[src/rtl/rf_pkg.sv]
// Shared register-file types and constants for the writeback arbiter slice.
package rf_pkg;

    localparam int XLEN = 32;
    localparam int AW   = 5;

    typedef logic [AW-1:0]   rf_addr_t;
    typedef logic [XLEN-1:0] rf_data_t;

    localparam rf_addr_t REG_ZERO = '0;

    // Round-robin successor of a requester index, wrapping at n.
    function automatic logic [2:0] wrap_inc(input logic [2:0] i, input int unsigned n);
        if (int'(i) == int'(n) - 1) begin
            return 3'd0;
        end
        return i + 3'd1;
    endfunction

endpackage

[src/rtl/rr_arbiter.sv]
// Combinational round-robin arbiter: first requester at or after ptr wins, wrapping modulo N.
module rr_arbiter #(
    parameter int N = 3
) (
    input  logic [N-1:0] req,
    input  logic [2:0]   ptr,
    input  logic         en,
    output logic [N-1:0] gnt
);

    localparam int IW = (N > 1) ? $clog2(N) : 1;

    logic          found;
    logic [IW-1:0] idx;

    always_comb begin
        gnt   = '0;
        found = 1'b0;
        idx   = '0;
        for (int k = 0; k < N; k++) begin
            idx = IW'((int'(ptr) + k) % N);
            if (en && !found && req[idx]) begin
                gnt[idx] = 1'b1;
                found    = 1'b1;
            end
        end
    end

endmodule

[src/rtl/rf_wb_arbiter.sv]
// Register-file write-port arbiter: round-robin among NREQ writeback sources, registered write.
// Optional macro RF_WB_BYPASS_EN adds two forwarding ports from the in-flight write.
module rf_wb_arbiter #(
    parameter int NREQ = 3,
    parameter int XLEN = rf_pkg::XLEN,
    parameter int AW   = rf_pkg::AW
) (
    input  logic                 clk,
    input  logic                 rstn,
    input  logic [NREQ-1:0]      req_valid,
    input  logic [NREQ*AW-1:0]   req_rd,
    input  logic [NREQ*XLEN-1:0] req_data,
    output logic [NREQ-1:0]      req_ready,
    input  logic                 flush,
    output logic                 RegWrite,
    output logic [AW-1:0]        W_reg,
    output logic [XLEN-1:0]      W_data,
    output logic [2:0]           grant_idx
`ifdef RF_WB_BYPASS_EN
    ,
    input  logic [AW-1:0]        byp_raddr1,
    input  logic [AW-1:0]        byp_raddr2,
    output logic                 byp_hit1,
    output logic                 byp_hit2,
    output logic [XLEN-1:0]      byp_data1,
    output logic [XLEN-1:0]      byp_data2
`endif
);

    import rf_pkg::*;

    logic [2:0]      ptr_q, ptr_d;
    logic            regwrite_q, regwrite_d;
    logic [AW-1:0]   w_reg_q, w_reg_d;
    logic [XLEN-1:0] w_data_q, w_data_d;
    logic [2:0]      grant_idx_q, grant_idx_d;
    logic            arb_en;

    // Grants are suppressed while in reset so no transfer is signalled to a source.
    assign arb_en = ~flush & rstn;

    rr_arbiter #(.N(NREQ)) u_rr (
        .req (req_valid),
        .ptr (ptr_q),
        .en  (arb_en),
        .gnt (req_ready)
    );

    always_comb begin
        ptr_d       = ptr_q;
        regwrite_d  = 1'b0;
        w_reg_d     = w_reg_q;
        w_data_d    = w_data_q;
        grant_idx_d = grant_idx_q;
        for (int i = 0; i < NREQ; i++) begin
            if (req_valid[i] && req_ready[i]) begin
                w_reg_d     = req_rd[i*AW +: AW];
                w_data_d    = req_data[i*XLEN +: XLEN];
                // x0 is not hardwired in the register file, so drop its enable here.
                regwrite_d  = (req_rd[i*AW +: AW] != AW'(REG_ZERO));
                grant_idx_d = 3'(i);
                ptr_d       = wrap_inc(3'(i), NREQ);
            end
        end
    end

    always_ff @(posedge clk or negedge rstn) begin
        if (!rstn) begin
            ptr_q       <= '0;
            regwrite_q  <= 1'b0;
            w_reg_q     <= '0;
            w_data_q    <= '0;
            grant_idx_q <= '0;
        end else begin
            ptr_q       <= ptr_d;
            regwrite_q  <= regwrite_d;
            w_reg_q     <= w_reg_d;
            w_data_q    <= w_data_d;
            grant_idx_q <= grant_idx_d;
        end
    end

    assign RegWrite  = regwrite_q;
    assign W_reg     = w_reg_q;
    assign W_data    = w_data_q;
    assign grant_idx = grant_idx_q;

`ifdef RF_WB_BYPASS_EN
    // The register file reads and writes on the same edge, so forward the pending write.
    assign byp_hit1  = regwrite_q && (w_reg_q == byp_raddr1) && (w_reg_q != AW'(REG_ZERO));
    assign byp_hit2  = regwrite_q && (w_reg_q == byp_raddr2) && (w_reg_q != AW'(REG_ZERO));
    assign byp_data1 = w_data_q;
    assign byp_data2 = w_data_q;
`endif

endmodule

[config.mk]
export PLATFORM = sky130hd
export DESIGN_NAME = rf_wb_arbiter
export DESIGN_NICKNAME = d
export VERILOG_FILES = /design/src/rtl/rf_pkg.sv /design/src/rtl/rr_arbiter.sv /design/src/rtl/rf_wb_arbiter.sv
export SDC_FILE = /design/constraint.sdc
export NUM_CORES = 1
export LEC_CHECK = 0
export CELL_PAD_IN_SITES_DETAIL_PLACEMENT = 0
export CELL_PAD_IN_SITES_GLOBAL_PLACEMENT = 1
export CORE_ASPECT_RATIO = 1.5
export CORE_MARGIN = 5
export CORE_UTILIZATION = 28
export DETAILED_ROUTE_END_ITERATION = 10
export PLACE_DENSITY = 0.86
export SLEW_MARGIN = 20
export SYNTH_ARGS = -nofsm -noshare
export SYNTH_HDL_FRONTEND = slang
export SYNTH_SLANG_ARGS = --single-unit
[constraint.sdc]
create_clock -name clk -period 5.7 [get_ports clk]
set_input_delay 1.425 -clock clk [delete_from_list [all_inputs] [get_ports clk]]
set_output_delay 1.425 -clock clk [all_outputs]
set_load 0.05 [all_outputs]
Word-level counts from Yosys, hierarchy flattened --
Cells that the tools add are included.
Word-level totals: bits in registers 44, input bits 117
Operators by class: $add $sub $neg 2, div/mod/pow operators 3, magnitude comparators 6, multiplexer cells 34, bitwise gates (word level) 4, reduce and logical (&&, ||, !) cells 17
Operator list (count):
- $mux W32 | 3
- $mod A32 B3 Y32 const B | 2
- $mod A4 B3 Y32 const B | 1
- $mux W3 | 9
- $mux W5 | 3
- $reduce_bool A5 Y1 | 3
- $mux W1 | 12
- $logic_and A1 B1 Y1 | 11
- $lt A2 B3 Y1 const B | 3
- $bmux W1 S2 | 3
- $demux W1 S2 | 3
- $ge A2 B1 Y1 const B | 3
- $or A3 B3 Y3 | 2
- $add A3 B1 Y4 const B | 1
- $add A3 B2 Y4 const B | 1
- $reduce_bool A3 Y1 | 1
- $logic_not A1 Y1 | 2
- $mux W2 | 1
- $and A1 B1 Y1 | 1
- $not A1 Y1 | 1

Longest topological paths before layout --
Gate-level depths: netlist of run 1.
word-level depth 17, gate-level depth with buffers 13, mapped depth without buffers 9

Modules after synthesis --
A second synthesis of run 1 with hierarchy kept.
Unflattened totals: cells, all modules 382, area total of the unflattened synthesis 3126.7 um^2
Modules (own cells, without submodules):
- rf_wb_arbiter | times used 1, cells an instance 277, area each 2331.0 um^2, sequential area each 1026.0 um^2
- rr_arbiter | times used 1, cells an instance 105, area each 795.8 um^2, sequential area each 0.0 um^2

Least setup slack after synthesis of run 1 --
Ideal clock, no wire load.
path type input to output, start point input req_valid[2], end point output req_ready[0], data arrival time 4.413 ns, data required time 4.275 ns, setup slack -0.138 ns, cell stages on the path 5, buffers on the path 1, path through buf_2 > a22oi_1 > o22ai_1 > a22oi_1 > a2111oi_0
On the way: cells in the longest elaborated chain, start to end 12, elaborated cells between the ends (all ways) 20, those cells by class mux: 11; bitwise: 2; reduce/logical: 7
Ends and longest elaborated chain:
- start: declaration | RTL line rf_wb_arbiter.sv:10 | input logic [NREQ-1:0] req_valid,
- $bmux W1 S2 | RTL line rr_arbiter.sv:22 | if (en && !found && req[idx]) begin
- $mux W1 (implied by the code) | RTL line rr_arbiter.sv:22
- $logic_and A1 B1 Y1 | RTL line rr_arbiter.sv:22
- $mux W1 | RTL line rr_arbiter.sv:22
- $logic_not A1 Y1 | RTL line rr_arbiter.sv:22
- $logic_and A1 B1 Y1 (2 in a row) | RTL line rr_arbiter.sv:22
- $mux W1 | RTL line rr_arbiter.sv:22
- $logic_not A1 Y1 | RTL line rr_arbiter.sv:22
- $logic_and A1 B1 Y1 (2 in a row) | RTL line rr_arbiter.sv:22
- $mux W3 (*) | RTL line rr_arbiter.sv:22
- end: declaration | RTL line rf_wb_arbiter.sv:13 | output logic [NREQ-1:0] req_ready,
Every way passes the cells marked *; elsewhere a longest branch is shown, timed or not. The select of a mux whose other input is x is not followed.

Worst setup path in the final report of run 1 --
Same ends and word-level chain as after synthesis.

==> results of run 1 <==
[kinds of logic (layout without fill, tap and decap cells)]
family | count (synthesis) | in the layout | synth area share (%)
multiplexers | 29 | 29 | 11.3
flip-flops | 41 | 41 | 39.9
buffers and inverters | 32 | 180 | 6.62
AO/OA/AOI/OAI | 92 | 92 | 24.5
other | 1 | 1 | 0.146
adder cells (fa/ha/maj) | 4 | 4 | 1.95
AND/OR/NAND/NOR | 75 | 75 | 15.6
[synth_stat cells (all sizes together) (2+ instances only)]
library cell,instances
or3,11
mux2i,29
or4,3
dfrtp,41
clkbuf,11
ha,4
o21ai,3
buf,16
or2,2
inv,5
a21oi,27
a22oi,2
o21a,13
a32o,11
nor2,31
nand2,6
nand3b,12
nor3,2
nor2b,4
o22ai,27
[tightest hold or removal path, stage by stage, from the launching register on]
cell	delay (ps)
dfrtp_1	380
nand2_1	60
o21ai_0	60
[final cells by class]
| cell class | count | area (um^2) |
|---|---|---|
| Inverter | 5 | 18.8 |
| Timing Repair Buffer | 167 | 1640 |
| Fill cell | 864 | 4490 |
| Multi-Input combinational cell | 201 | 1400 |
| Clock buffer | 7 | 143 |
| Sequential cell | 41 | 1030 |
| Clock inverter | 1 | 30.0 |
| Tap cell | 110 | 138 |
[layout by cell type (no fill, tap or decap), types with 2 or more instances in the layout]
cell type,netlist,final
clkdlybuf4s50_1,0,157
dfrtp_1,41,41
nor2_1,31,31
mux2i_1,29,29
a21oi_1,27,27
o22ai_1,27,27
o21a_1,13,13
nand3b_1,12,12
or3_1,11,11
a32o_1,11,11
buf_4,5,9
nand2_1,6,6
clkbuf_16,0,5
inv_1,4,4
nor2b_1,4,4
ha_1,4,4
or4_1,3,3
a22oi_1,2,2
nor3_1,2,2
o21ai_0,2,2
[power breakdown]
group / leakage (nW) / total (mW) / internal, mW / switching (mW)
Clock: 0.0841 / 0.335 / 0.219 / 0.116
Sequential: 0.491 / 0.519 / 0.441 / 0.0776
Combinational: 1.06 / 1.46 / 0.564 / 0.900
[metal layers]
| layer | global-route usage, % | up-vias | routed length, um |
|---|---|---|---|
| met4 | 4.80 | 2 | 189 |
| met3 | 4.77 | 15 | 662 |
| li1 | - | 1312 | - |
| met5 | 0 | - | 13 |
| met2 | 32.5 | 108 | 5390 |
| met1 | 19.2 | 1333 | 3570 |
[path summary, 6_finish.rpt]
kind	start	end	slack [ps]	cells after the start
setup / recovery	req_valid[2]	req_ready[0]	420	6
hold / removal	grant_idx[1]	grant_idx[1]	530	2
setup reg to reg	grant_idx[0]	W_data[8]	2200	9
hold reg to reg	grant_idx[1]	grant_idx[1]	530	2
max in group asynchronous	rstn	W_data[25]	4040	2
min in group asynchronous	rstn	W_data[8]	1270	2
[metrics by stage]
step           hold slack, ps  utilization (%)  worst slack (ps)  area [um^2]  std cells
5_1_grt                   561             49.5               288         4390        532
2_1_floorplan             518                -               521         2570        274
3_3_place_gp              526             47.5               473         4220        524
6_report                  531             49.5               425         4390        532
3_5_place_dp              528             47.5               473         4220        524
4_1_cts                   539             49.5               449         4390        532
==> results.json, run 1 <==
{
  "outcome": "finished clean",
  "grt_pass1_wl_mm": 15.4,
  "gp_congestion": 0.879,
  "syn_nets": 395,
  "syn-instance-count": 274,
  "max-vdd-ir-drop_uv": 321,
  "path_max_fanout": 8,
  "grt_pass1_vias": 3010,
  "avgSynthCellArea_um2": 9.38,
  "syn_to_final_growth_pct": 70.9,
  "synth-seq-cells": 41,
  "synth.distinct_cells": 40,
  "p_leak_nw": 1.64,
  "clock.fmax_mhz": 190,
  "worst_setup_path_start_kind": "input pin",
  "fp.dieH_um": 127,
  "cp_num_buf_inv": 2,
  "required_ps": 4280,
  "rsz0062_at_grt": "no",
  "cts_htree_levels": 2,
  "max_slew.worst_pin.slew_ps": 1030,
  "clk_latency_ps": 280,
  "drcViolationCount": 0,
  "path_cells": "clkdlybuf4s50_1, nand3b_1, o21a_1, nor2_1, a2111oi_1, clkdlybuf4s50_1",
  "cts_resized": 0,
  "final.period_utilization_pct": 92.6,
  "async_reset_ff_share_pct": 100,
  "diodes": 0,
  "synth_top_area_share_pct": 39.9,
  "hpwl_mm": 7.29,
  "tns_ps": 0,
  "dr.pass1.iters": 4,
  "power_mw": 2.32,
  "hold_violations": 0,
  "largest_reg_flops": 32,
  "finalMaxSlewViolations": 0,
  "yosysWarnings": 0,
  "cts_tree": "yes",
  "wire_per_inst_um": 18.5,
  "synth-seq-area-share_pct": 39.9,
  "io_buffers": 159,
  "powerDensity_mw_per_mm2": 528,
  "globalRouteTotalUtil_pct": 17.6,
  "cts_buffers": 5,
  "ant_nets": 0,
  "critPathArrivalTime_ps": 3850,
  "clk_pin_slew_worst_paths_ps": 60,
  "slowest_delay_ps": 870,
  "core-area_mm2": 0.00888,
  "final_period_minus_worst_setup_slack_ps": 5280,
  "row_count": 42,
  "cp_common_cell": "clkdlybuf4s50_1",
  "antenna_found_initial": 1,
  "syn-cell-area_mm2": 0.00257,
  "postCtsHoldBufs": 0,
  "slew_headroom_pct": 30.9,
  "drt_iter0_markers": 140,
  "yosysTopAreaCell": "dfrtp_1",
  "clockBufferDepth": 2,
  "finalSetupViolCount": 0,
  "cts_setup_buffers": 0,
  "dieArea_mm2": 0.0112,
  "pin_count": 161,
  "layout-drive-gt1-share_pct": 4.98,
  "fin_nets": 542,
  "synth-main-ff-cell": "dfrtp_1",
  "min_path_type": "flop to flop",
  "synth.top_cells.by_area": "dfrtp_1 (40%), mux2i_1 (11%), o22ai_1 (6.6%)",
  "finalWirelength_mm": 9.82,
  "die_x_um": 88.2,
  "max_cap_violations": 0,
  "grt_max_degree": 42,
  "end_kind": "output pin",
  "viasPerCell": 5.21,
  "synth_enable_flop_cells": 0,
  "globalRouteOverflowTotal": 0,
  "start_util_pct": 29.0,
  "slowest_stage": "clkdlybuf4s50_1",
  "criticalPathCategory": "input pin to output pin",
  "num_vias": 2770,
  "root_buffer": "clkbuf_16",
  "finClkSkew_ps": 4.71,
  "cts.sinks": 41,
  "cp_top_family": "buffers and inverters"
}
(Power assumes the default switching activity.)
==> inputs of run 2 (changes only) <==
--- a/config.mk
+++ b/config.mk
@@ -11,7 +11,7 @@
 export CORE_MARGIN = 5
 export CORE_UTILIZATION = 28
 export DETAILED_ROUTE_END_ITERATION = 10
-export PLACE_DENSITY = 0.86
+export PLACE_DENSITY_LB_ADDON = 0.1
 export SLEW_MARGIN = 20
 export SYNTH_ARGS = -nofsm -noshare
 export SYNTH_HDL_FRONTEND = slang
==> run 2 against run 1 <==
Against the previous run: final cell count is 0.19% higher; die area stayed put; routed wire length is 1.7% lower; sequential power hardly changed; final area is 0.57% higher; register-to-register slack better by 290 ps; first-iteration DRC count is 49% lower; maximum frequency is 2.3% lower.
==> results.json, run 2 (synthesized netlist as in run 1, its figures left out) <==
{
  "final_common_cell": "clkdlybuf4s50_1",
  "outcome": "finished clean",
  "viasPerCell": 5.22,
  "power_mw": 2.35,
  "r2r_end": "W_data[2]",
  "largest_reg_flops": 32,
  "path_max_fanout": 8,
  "max_slew.worst_pin.slew_ps": 955,
  "regToRegSetupSlack_ps": 2490,
  "min_to": "grant_idx[1]",
  "r2r_start": "grant_idx[0]",
  "cts_tree": "yes",
  "grt_pass1_vias": 2975,
  "gr-usage-met3_pct": 5.15,
  "syn_to_final_growth_pct": 71.9,
  "cp_num_cells": 6,
  "cts.sinks": 41,
  "placed_cell_area_mm2": 0.00423,
  "p_leak_nw": 1.65,
  "cp_num_buf_inv": 2,
  "layout_setup_ws_ps": 300,
  "layout-drive-gt1-share_pct": 5.44,
  "num_vias": 2784,
  "globalRouteTotalUtil_pct": 17.2,
  "r2r_cells": 9,
  "clockBufferDepth": 2,
  "cts_buffers": 5,
  "clock.fmax_mhz": 185,
  "slew_headroom_pct": 36.2,
  "dr.pass1.iters": 4,
  "criticalPathCategory": "input pin to output pin",
  "finalWirelength_mm": 9.66,
  "end_kind": "output pin",
  "drt_iter0_markers": 72,
  "diodes": 0,
  "globalRouteOverflowTotal": 0,
  "die_x_um": 88.2,
  "slowest_stage": "clkdlybuf4s50_1",
  "cts_htree_levels": 2,
  "place_ws_ps": 307,
  "final_cell_mix": "clkdlybuf4s50_1 (157), dfrtp_1 (41), nor2_1 (31)",
  "slowest_delay_ps": 880,
  "rsz0062_at_grt": "no",
  "finalSetupViolCount": 0,
  "hold_violations": 0,
  "max_cap_violations": 0,
  "root_buffer": "clkbuf_16",
  "finClkSkew_ps": 4.67,
  "gp_congestion": 0.864,
  "start_util_pct": 29.0,
  "io_buffers": 159,
  "clk_latency_ps": 280,
  "fin_area_mm2": 0.00442,
  "required_ps": 4280,
  "powerDensity_mw_per_mm2": 532,
  "clk_pin_slew_worst_paths_ps": 60,
  "dieArea_mm2": 0.0112,
  "cts_setup_buffers": 0,
  "core-area_mm2": 0.00888,
  "wire_per_inst_um": 18.1,
  "ant_nets": 0,
  "postLayoutCoreUtil_pct": 49.8,
  "cts_resized": 0,
  "fin_nets": 543,
  "grt_pass1_wl_mm": 15.0,
  "final_period_minus_worst_setup_slack_ps": 5400,
  "hpwl_mm": 7.12,
  "max-vdd-ir-drop_uv": 245,
  "worst_setup_path_start_kind": "input pin",
  "drcViolationCount": 0,
  "grtUsageMet1_pct": 19.1,
  "min_path_type": "flop to flop",
  "postCtsHoldBufs": 0,
  "grt_max_degree": 42,
  "critPathArrivalTime_ps": 3970,
  "path_cells": "clkdlybuf4s50_1, a22oi_1, o22ai_1, a22oi_1, a2111oi_1, clkdlybuf4s50_1",
  "top_usage_layer": "met2",
  "pin_count": 161,
  "fp.dieH_um": 127,
  "finalMaxSlewViolations": 0,
  "row_count": 42,
  "final.period_utilization_pct": 94.7,
  "tns_ps": 0,
  "antenna_found_initial": 0,
  "cp_top_family": "buffers and inverters",
  "holdPathStages": 2,
  "worstHoldStart": "grant_idx[1]",
  "crit_start": "req_valid[2]",
  "use_met2_pct": 30.8
}
[run 2: worst max-delay path by stage]
stage / end / slack, ps
CTS: req_ready[0] / 310
finish: req_ready[0] / 300
global placement: req_ready[0] / 370
detailed placement: req_ready[0] / 310
global route: req_ready[0] / 220
floorplan: req_ready[0] / 520
[run 2: cell type report]
type	count	area, um^2
Clock buffer	5	125
Clock inverter	3	65.1
Fill cell	873	4460
Inverter	5	18.8
Multi-Input combinational cell	201	1400
Sequential cell	41	1030
Tap cell	110	138
Timing Repair Buffer	168	1650
[run 2: worst reg2reg max path, cell delays in order, from the launching register on]
cell and delay [ps]:
dfrtp_1 410, inv_1 120, ha_1 390, mux2i_1 270
o21a_1 260, nor2_1 120, a211oi_4 810, buf_4 390
mux2i_1 230, o22ai_1 90
[run 2: stage by stage]
step / hold WS (ps) / cells
2_1_floorplan: 518 / 274
3_3_place_gp: 529 / 525
3_5_place_dp: 537 / 525
4_1_cts: 545 / 533
5_1_grt: 618 / 533
6_report: 542 / 533
[run 2: where the power goes]
part           switching [mW]  internal (mW)
clock                   0.118          0.250
sequential             0.0749          0.441
combinational           0.902          0.566
total                    1.09           1.26
[run 2: routing by layer]
layer | vias to the layer above | share of wire, %
met4 | 0 | 2.1
met2 | 109 | 52
met5 | - | 0
li1 | 1322 | -
met1 | 1340 | 38
met3 | 13 | 7.6
